<file path="config.mk">
export PLATFORM = sky130hd
export DESIGN_NAME = code_lookup_arbiter
export DESIGN_NICKNAME = d
export VERILOG_FILES = /design/src/rtl/code_lookup_arbiter_pkg.sv /design/src/rtl/code_lookup_arbiter_rr_picker.sv /design/src/rtl/code_lookup_arbiter.sv
export SDC_FILE = /design/constraint.sdc
export NUM_CORES = 1
export LEC_CHECK = 0
export CAP_MARGIN = 10
export CORE_MARGIN = 2
export CORE_UTILIZATION = 30
export CTS_CLUSTER_DIAMETER = 120
export CTS_CLUSTER_SIZE = 8
export DETAILED_ROUTE_END_ITERATION = 7
export GPL_TIMING_DRIVEN = 0
export PLACE_DENSITY = 0.65
export RECOVER_POWER = 100
export SYNTH_ARGS = -nofsm -noshare
export SYNTH_HDL_FRONTEND = slang
export SYNTH_SLANG_ARGS = --single-unit
</file>
<file path="constraint.sdc">
create_clock -name clk -period 3.5 [get_ports clk]
set_clock_uncertainty 0.2 [all_clocks]
set_input_delay 0.7 -clock clk [delete_from_list [all_inputs] [get_ports clk]]
set_output_delay 0.7 -clock clk [all_outputs]
set_load 0.05 [all_outputs]
</file>
<file path="src/rtl/code_lookup_arbiter_pkg.sv">
// ----------------------------------------------------------------------------
// code_lookup_pkg
//
// Shared types and constants for the code lookup arbiter:
//   state_t        - arbiter FSM states (IDLE, LOOKUP, HOLD)
//   code_t         - 2-bit code / lookup result
//   TABLE_SIZE     - number of lookup entries (2**2)
//   DEFAULT_TABLE  - table contents after reset
//   lookup()       - translates a code through a table with a full case
// ----------------------------------------------------------------------------
package code_lookup_pkg;

    typedef enum logic [1:0] {
        IDLE   = 2'd0,
        LOOKUP = 2'd1,
        HOLD   = 2'd2
    } state_t;

    typedef logic [1:0] code_t;

    localparam int unsigned TABLE_SIZE = 4;

    // Entry i is the value returned for code i.
    localparam code_t DEFAULT_TABLE [TABLE_SIZE] = '{2'd2, 2'd3, 2'd0, 2'd1};

    // Every code value has exactly one arm; no default can shadow an entry.
    function automatic code_t lookup(input code_t c, input code_t tbl [TABLE_SIZE]);
        code_t val;
        val = tbl[0];
        unique case (c)
            2'd0: val = tbl[0];
            2'd1: val = tbl[1];
            2'd2: val = tbl[2];
            2'd3: val = tbl[3];
        endcase
        return val;
    endfunction

endpackage

</file>
<file path="src/rtl/code_lookup_arbiter_rr_picker.sv">
// ----------------------------------------------------------------------------
// rr_picker
//
// Combinational round-robin selector. Scans req starting at index ptr and
// wrapping around; the first set bit wins.
//
// Parameters:
//   N_REQ   number of requesters (2..8)
// Ports:
//   req     input  [N_REQ-1:0]  request vector
//   ptr     input  [PTR_W-1:0]  highest-priority index for this scan
//   winner  output [PTR_W-1:0]  index of the selected requester
//   any     output              at least one request is set (winner valid)
// ----------------------------------------------------------------------------
module rr_picker #(
    parameter int unsigned N_REQ = 4,
    localparam int unsigned PTR_W = $clog2(N_REQ)
) (
    input  logic [N_REQ-1:0] req,
    input  logic [PTR_W-1:0] ptr,
    output logic [PTR_W-1:0] winner,
    output logic             any
);

    always_comb begin
        int unsigned idx;
        winner = '0;
        any    = 1'b0;
        idx    = 0;
        for (int unsigned i = 0; i < N_REQ; i++) begin
            idx = (32'(ptr) + i) % N_REQ;
            if (!any && req[PTR_W'(idx)]) begin
                any    = 1'b1;
                winner = PTR_W'(idx);
            end
        end
    end

endmodule

</file>
<file path="src/rtl/code_lookup_arbiter.sv">
// ----------------------------------------------------------------------------
// code_lookup_arbiter
//
// Shares a single 2-bit code-to-value lookup stage between N_REQ requesters.
// A round-robin pick grants one requester, its code is latched on the grant
// edge, translated through a 4-entry table and returned with valid/ready.
// One transaction takes at least three cycles: IDLE -> LOOKUP -> HOLD.
//
// Parameters:
//   N_REQ      number of requesters (2..8)
//   DATA_W     code / result width (fixed at 2)
// Ports:
//   clk        input               system clock, posedge
//   rst_n      input               asynchronous active-low reset
//   req        input  [N_REQ-1:0]  level requests, held until served
//   code       input  [N_REQ*DATA_W-1:0] packed codes, requester i at
//                                  [i*DATA_W +: DATA_W]
//   rsp_ready  input               granted requester accepts the result
//   gnt        output [N_REQ-1:0]  one-hot grant, held for the transaction
//   rsp_valid  output              result valid
//   rsp_data   output [DATA_W-1:0] looked-up value
//
// Optional feature, macro LUT_WRITE_EN:
//   cfg_we     input               table write enable (accepted in any state)
//   cfg_addr   input  [DATA_W-1:0] table entry to write
//   cfg_data   input  [DATA_W-1:0] new entry value
// Without the macro the table is the constant default and these ports do not
// exist.
// ----------------------------------------------------------------------------
module code_lookup_arbiter
    import code_lookup_pkg::*;
#(
    parameter int unsigned N_REQ  = 4,
    parameter int unsigned DATA_W = 2
) (
    input  logic                    clk,
    input  logic                    rst_n,
    input  logic [N_REQ-1:0]        req,
    input  logic [N_REQ*DATA_W-1:0] code,
    input  logic                    rsp_ready,
`ifdef LUT_WRITE_EN
    input  logic                    cfg_we,
    input  logic [DATA_W-1:0]       cfg_addr,
    input  logic [DATA_W-1:0]       cfg_data,
`endif
    output logic [N_REQ-1:0]        gnt,
    output logic                    rsp_valid,
    output logic [DATA_W-1:0]       rsp_data
);

    localparam int unsigned PTR_W = $clog2(N_REQ);

    state_t           state_q, state_d;
    logic [PTR_W-1:0] ptr_q;
    logic [PTR_W-1:0] win_q;
    code_t            code_q;
    code_t            rsp_data_q;

    logic [PTR_W-1:0] pick_idx;
    logic             pick_any;
    code_t            pick_code;
    code_t            lut_val;
    code_t            tbl [TABLE_SIZE];

    // ------------------------------------------------------------------
    // Round-robin selection
    // ------------------------------------------------------------------
    rr_picker #(
        .N_REQ (N_REQ)
    ) u_picker (
        .req    (req),
        .ptr    (ptr_q),
        .winner (pick_idx),
        .any    (pick_any)
    );

    always_comb begin
        pick_code = code[pick_idx*DATA_W +: DATA_W];
    end

    // ------------------------------------------------------------------
    // Lookup table
    // ------------------------------------------------------------------
`ifdef LUT_WRITE_EN
    // A write lands at the edge, so a LOOKUP of the same entry in the same
    // cycle still reads the old value.
    always_ff @(posedge clk or negedge rst_n) begin
        if (!rst_n) begin
            tbl <= DEFAULT_TABLE;
        end else if (cfg_we) begin
            tbl[cfg_addr] <= cfg_data;
        end
    end
`else
    always_comb begin
        tbl = DEFAULT_TABLE;
    end
`endif

    always_comb begin
        lut_val = lookup(code_q, tbl);
    end

    // ------------------------------------------------------------------
    // FSM: state register
    // ------------------------------------------------------------------
    always_ff @(posedge clk or negedge rst_n) begin
        if (!rst_n) begin
            state_q <= IDLE;
        end else begin
            state_q <= state_d;
        end
    end

    // ------------------------------------------------------------------
    // FSM: next state
    // ------------------------------------------------------------------
    always_comb begin
        state_d = state_q;
        unique case (state_q)
            IDLE:    if (pick_any) state_d = LOOKUP;
            LOOKUP:  state_d = HOLD;
            HOLD:    if (rsp_ready) state_d = IDLE;
            default: state_d = IDLE;
        endcase
    end

    // ------------------------------------------------------------------
    // FSM: outputs
    // Grant and valid are decoded from the state so an asynchronous reset
    // clears them immediately along with the state.
    // ------------------------------------------------------------------
    always_comb begin
        gnt       = '0;
        rsp_valid = 1'b0;
        rsp_data  = rsp_data_q;
        if (state_q != IDLE) begin
            gnt = N_REQ'(1) << win_q;
        end
        if (state_q == HOLD) begin
            rsp_valid = 1'b1;
        end
    end

    // ------------------------------------------------------------------
    // Datapath registers
    // ------------------------------------------------------------------
    always_ff @(posedge clk or negedge rst_n) begin
        if (!rst_n) begin
            ptr_q      <= '0;
            win_q      <= '0;
            code_q     <= '0;
            rsp_data_q <= '0;
        end else begin
            case (state_q)
                IDLE: begin
                    // The code is sampled only here; later changes are ignored.
                    if (pick_any) begin
                        win_q  <= pick_idx;
                        code_q <= pick_code;
                    end
                end
                LOOKUP: begin
                    rsp_data_q <= lut_val;
                end
                HOLD: begin
                    // Served requester drops to lowest priority.
                    if (rsp_ready) begin
                        ptr_q <= (win_q == PTR_W'(N_REQ - 1)) ? '0 : win_q + 1'b1;
                    end
                end
                default: begin
                end
            endcase
        end
    end

endmodule
</file>
==> tab_implementation.tex <==
\begin{tabular}{lr}
\hline
Metric & Value \\
\hline
\multicolumn{2}{l}{\textbf{Run status}} \\
\quad Run status & completed \\
\multicolumn{2}{l}{\textbf{Timing}} \\
\quad Highest clock rate & 356 MHz \\
\quad Final hold vios & 0 \\
\quad Final period demand of the worst path & 2.81 ns \\
\quad Unrepaired setup endpoints after global routing & no \\
\quad Worst-Margin Slew & 0.499 ns \\
\quad Headroom to the max-slew limit & 66.6\% \\
\quad Final slew viol count & 0 \\
\quad Setup tns final & 0 ns \\
\quad Final setup violating endpoints & 0 \\
\quad Final period utilization & 80.2\% \\
\multicolumn{2}{l}{\textbf{Logic synthesis}} \\
\quad Share of synthesized registers carrying an async set or reset & 100\% \\
\quad Cells taking the most area after synthesis & dfrtp\_1 (40\%), ha\_1 (8.0\%), mux2i\_1 (4.8\%) \\
\quad Number of distinct library cells after synthesis & 24 \\
\quad Area leader, netlist & dfrtp\_1 \\
\quad Post-synthesis sequential area ratio & 40.0\% \\
\quad Post-synthesis instance area & 626 um2 \\
\quad Syn Area/Cell & 9.62 um2 \\
\quad Main flop type after synthesis & dfrtp\_1 \\
\quad Syn Inst Count & 65 \\
\quad Top cell type's share of synthesized area & 40.0\% \\
\quad Yosys warns & 0 \\
\quad Most numerous cell in the Yosys netlist & dfrtp\_1 \\
\quad Flip-flop and latch count after synthesis & 10 \\
\quad Number of enable flip-flop cells after synthesis & 0 \\
\quad Commonest cells in the netlist & dfrtp\_1 (10), nand2\_1 (6), o21ai\_0 (6) \\
\quad Net count after synthesis & 84 \\
\multicolumn{2}{l}{\textbf{Floorplan}} \\
\quad Area of the core region & 1960 um2 \\
\quad Die outline area & 2470 um2 \\
\quad Chip Height & 49.7 um \\
\quad \# IOs & 22 \\
\quad Initial Utilization & 31.9\% \\
\quad Width of the die & 49.7 um \\
\quad Placement row count & 16 \\
\multicolumn{2}{l}{\textbf{Clock tree}} \\
\quad Clock tree from TritonCTS & done \\
\quad Insertion delay to the later sink of the worst-skew pair & 0.25 ns \\
\quad CTS Sinks & 10 \\
\quad Clock transition at the register clock pins on the worst setup and hold paths after CTS & 0.06 ns \\
\quad Total CTS buffers & 3 \\
\quad CTS resizes & 0 \\
\quad Cts hold-fix bufs & 0 \\
\quad Max Buffers Root-to-Sink & 2 \\
\quad Total number of H-tree levels & 1 \\
\quad Clock Root Buffer & clkbuf\_4 \\
\quad Post-CTS setup-driven buffer insertion count & 0 \\
\multicolumn{2}{l}{\textbf{Global routing}} \\
\quad Wire length of the first global-routing pass & 2210 um \\
\quad Largest net degree at the start of global routing & 11 \\
\quad Total routing resource utilization after global routing & 12.0\% \\
\quad Total global routing overflow & 0 \\
\quad Number of global-route vias before repair & 535 \\
\quad Antenna violations before repair & 0 \\
\multicolumn{2}{l}{\textbf{Worst setup path}} \\
\quad Sort of element at the end of the critical path & primary output \\
\quad Critical path launch point type & register \\
\quad Maximum fanout encountered on the critical timing path & 4 \\
\quad FF-to-FF setup slack & 1.81 ns \\
\quad Class of the most critical setup path & register to primary output \\
\quad Critical path data required time & 2.60 ns \\
\quad Data arrival time at the worst-slack endpoint & 1.91 ns \\
\multicolumn{2}{l}{\textbf{Routing}} \\
\quad Drt via density & 4.53 \\
\quad Count of antenna-violating nets left after detailed routing & 0 \\
\quad Detailed-route wire length & 1210 um \\
\quad DRC violation count after routing & 0 \\
\quad Number of optimization iterations in the first detailed-route pass & 4 \\
\quad Via total after detailed routing & 530 \\
\quad Number of violations reported at the end of detailed-routing iteration 0 & 4 \\
\quad Drt wl/cell & 10.3 um \\
\multicolumn{2}{l}{\textbf{Pwr}} \\
\quad Ratio of total power to cell area & 835 nW/um2 \\
\quad LEAKAGE & 0.000409 uW \\
\quad IR drop worst, VDD & 280 uV \\
\multicolumn{2}{l}{\textbf{Cells and area}} \\
\quad Sequential cell area & 250 um2 \\
\quad Syn-to-layout area delta & 44.0\% \\
\quad Diodes inserted & 0 \\
\quad Layout filler cell count & 208 \\
\quad Net count reported at finish & 110 \\
\quad Area occupied by multi-input gates & 355 um2 \\
\quad Post-Layout Inst Area & 901 um2 \\
\quad Fraction of layout instances using a drive strength above 1 & 10.0\% \\
\multicolumn{2}{l}{\textbf{Placed design}} \\
\quad Port bufs & 21 \\
\quad Post-DP HPWL & 1030 um \\
\quad Cell area after placement & 870 um2 \\
\quad Routability congestion estimate & 0.728 \\
\multicolumn{2}{l}{\textbf{Job}} \\
\quad Max cap viols & 0 \\
\multicolumn{2}{l}{\textbf{Hold path}} \\
\quad Hold WC Path Type & register to register \\
\hline
\end{tabular}
through the flow:
stage	setup slack, ns	cells	utilization, %	hold slack, ns	power (uW)
4_1_cts	0.727	117	46.2	0.295	784
3_5_place_dp	0.969	113	44.3	0.286	680
6_report	0.692	117	45.9	0.285	753
2_1_floorplan	1.28	65	-	0.204	543
5_1_grt	0.585	117	45.9	0.325	826
3_3_place_gp	0.961	113	44.3	0.258	671
cell type report:
class                      instances  share of cell area (%)
tap                               27                    3.75
clock buffer                       4                    4.03
timing repair buffer              21                    23.3
multi-input combinational         51                    39.4
sequential                        10                    27.8
inverter                           4                    1.67
sequential cells by signal, indices dropped and copies added, names as in the netlist:
| register | cells |
|---|---|
| code_q | 2 |
| ptr_q | 2 |
| rsp_data | 2 |
| state_q | 2 |
| win_q | 2 |
layer usage:
metal  vias up  routed length [um]  track usage, %
met2        21                 540            19.6
met4         0                  27            9.72
met1       225                 569            13.5
met5         -                   0               0
li1        282                   -               -
met3         2                  66            2.12
path summary, 6_finish.rpt:
| path | start | to | depth (start not counted) |
|---|---|---|---|
| setup reg to reg | ptr_q[1] | code_q[0] | 5 |
| max in group asynchronous | rst_n | state_q[0] | 1 |
| hold / removal | rsp_data[1] | rsp_data[1] | 2 |
| hold reg to reg | rsp_data[1] | rsp_data[1] | 2 |
| setup / recovery | win_q[0] | gnt[2] | 4 |
| min in group asynchronous | rst_n | state_q[1] | 1 |
cells in the final DEF (no fill, tap or decap):
| master | instances |
|---|---|
| nor3b_1 | 1 |
| o31ai_1 | 1 |
| dfrtp_1 | 10 |
| nand3_1 | 2 |
| or3_1 | 1 |
| nor3_1 | 1 |
| nor2_2 | 1 |
| a211o_1 | 1 |
| nor2b_1 | 4 |
| clkbuf_8 | 1 |
| a21bo_1 | 2 |
| a2bb2oi_1 | 1 |
| a21oi_1 | 2 |
| mux2_2 | 2 |
| inv_1 | 4 |
| a211oi_1 | 1 |
| clkdlybuf4s50_1 | 11 |
| nand2_1 | 6 |
| ha_1 | 4 |
| nand2b_1 | 4 |
| a21o_2 | 2 |
| dlygate4sd3_1 | 10 |
| mux2i_1 | 3 |
| clkbuf_4 | 3 |
| nor2_1 | 3 |
| o211ai_1 | 2 |
| o2bb2ai_1 | 1 |
| o21ai_0 | 6 |
worst max-delay path, cell delays in order (launching register included):
cell,delay (ns)
dfrtp_1,0.41
inv_1,0.12
ha_1,0.15
nor2b_1,0.10
dlygate4sd3_1,0.87
logic make-up (layout without fill, tap and decap cells):
kind of cell | after synthesis | count (layout) | synth area share [%]
buf+inv | 4 | 29 | 2.40
fa+ha+maj | 4 | 4 | 8.00
mux | 5 | 5 | 8.40
flops | 10 | 10 | 40.0
compound gates | 19 | 19 | 21.4
simple gates | 23 | 23 | 19.8
where the power goes:
part	internal, uW	switching [uW]	total [uW]	leakage, uW
sequential	173	52.1	225	0.000123
combinational	170	259	429	0.000264
clock	63.0	35.2	98.2	0.0000210
Note: power is estimated with default switching activity, not from simulation.
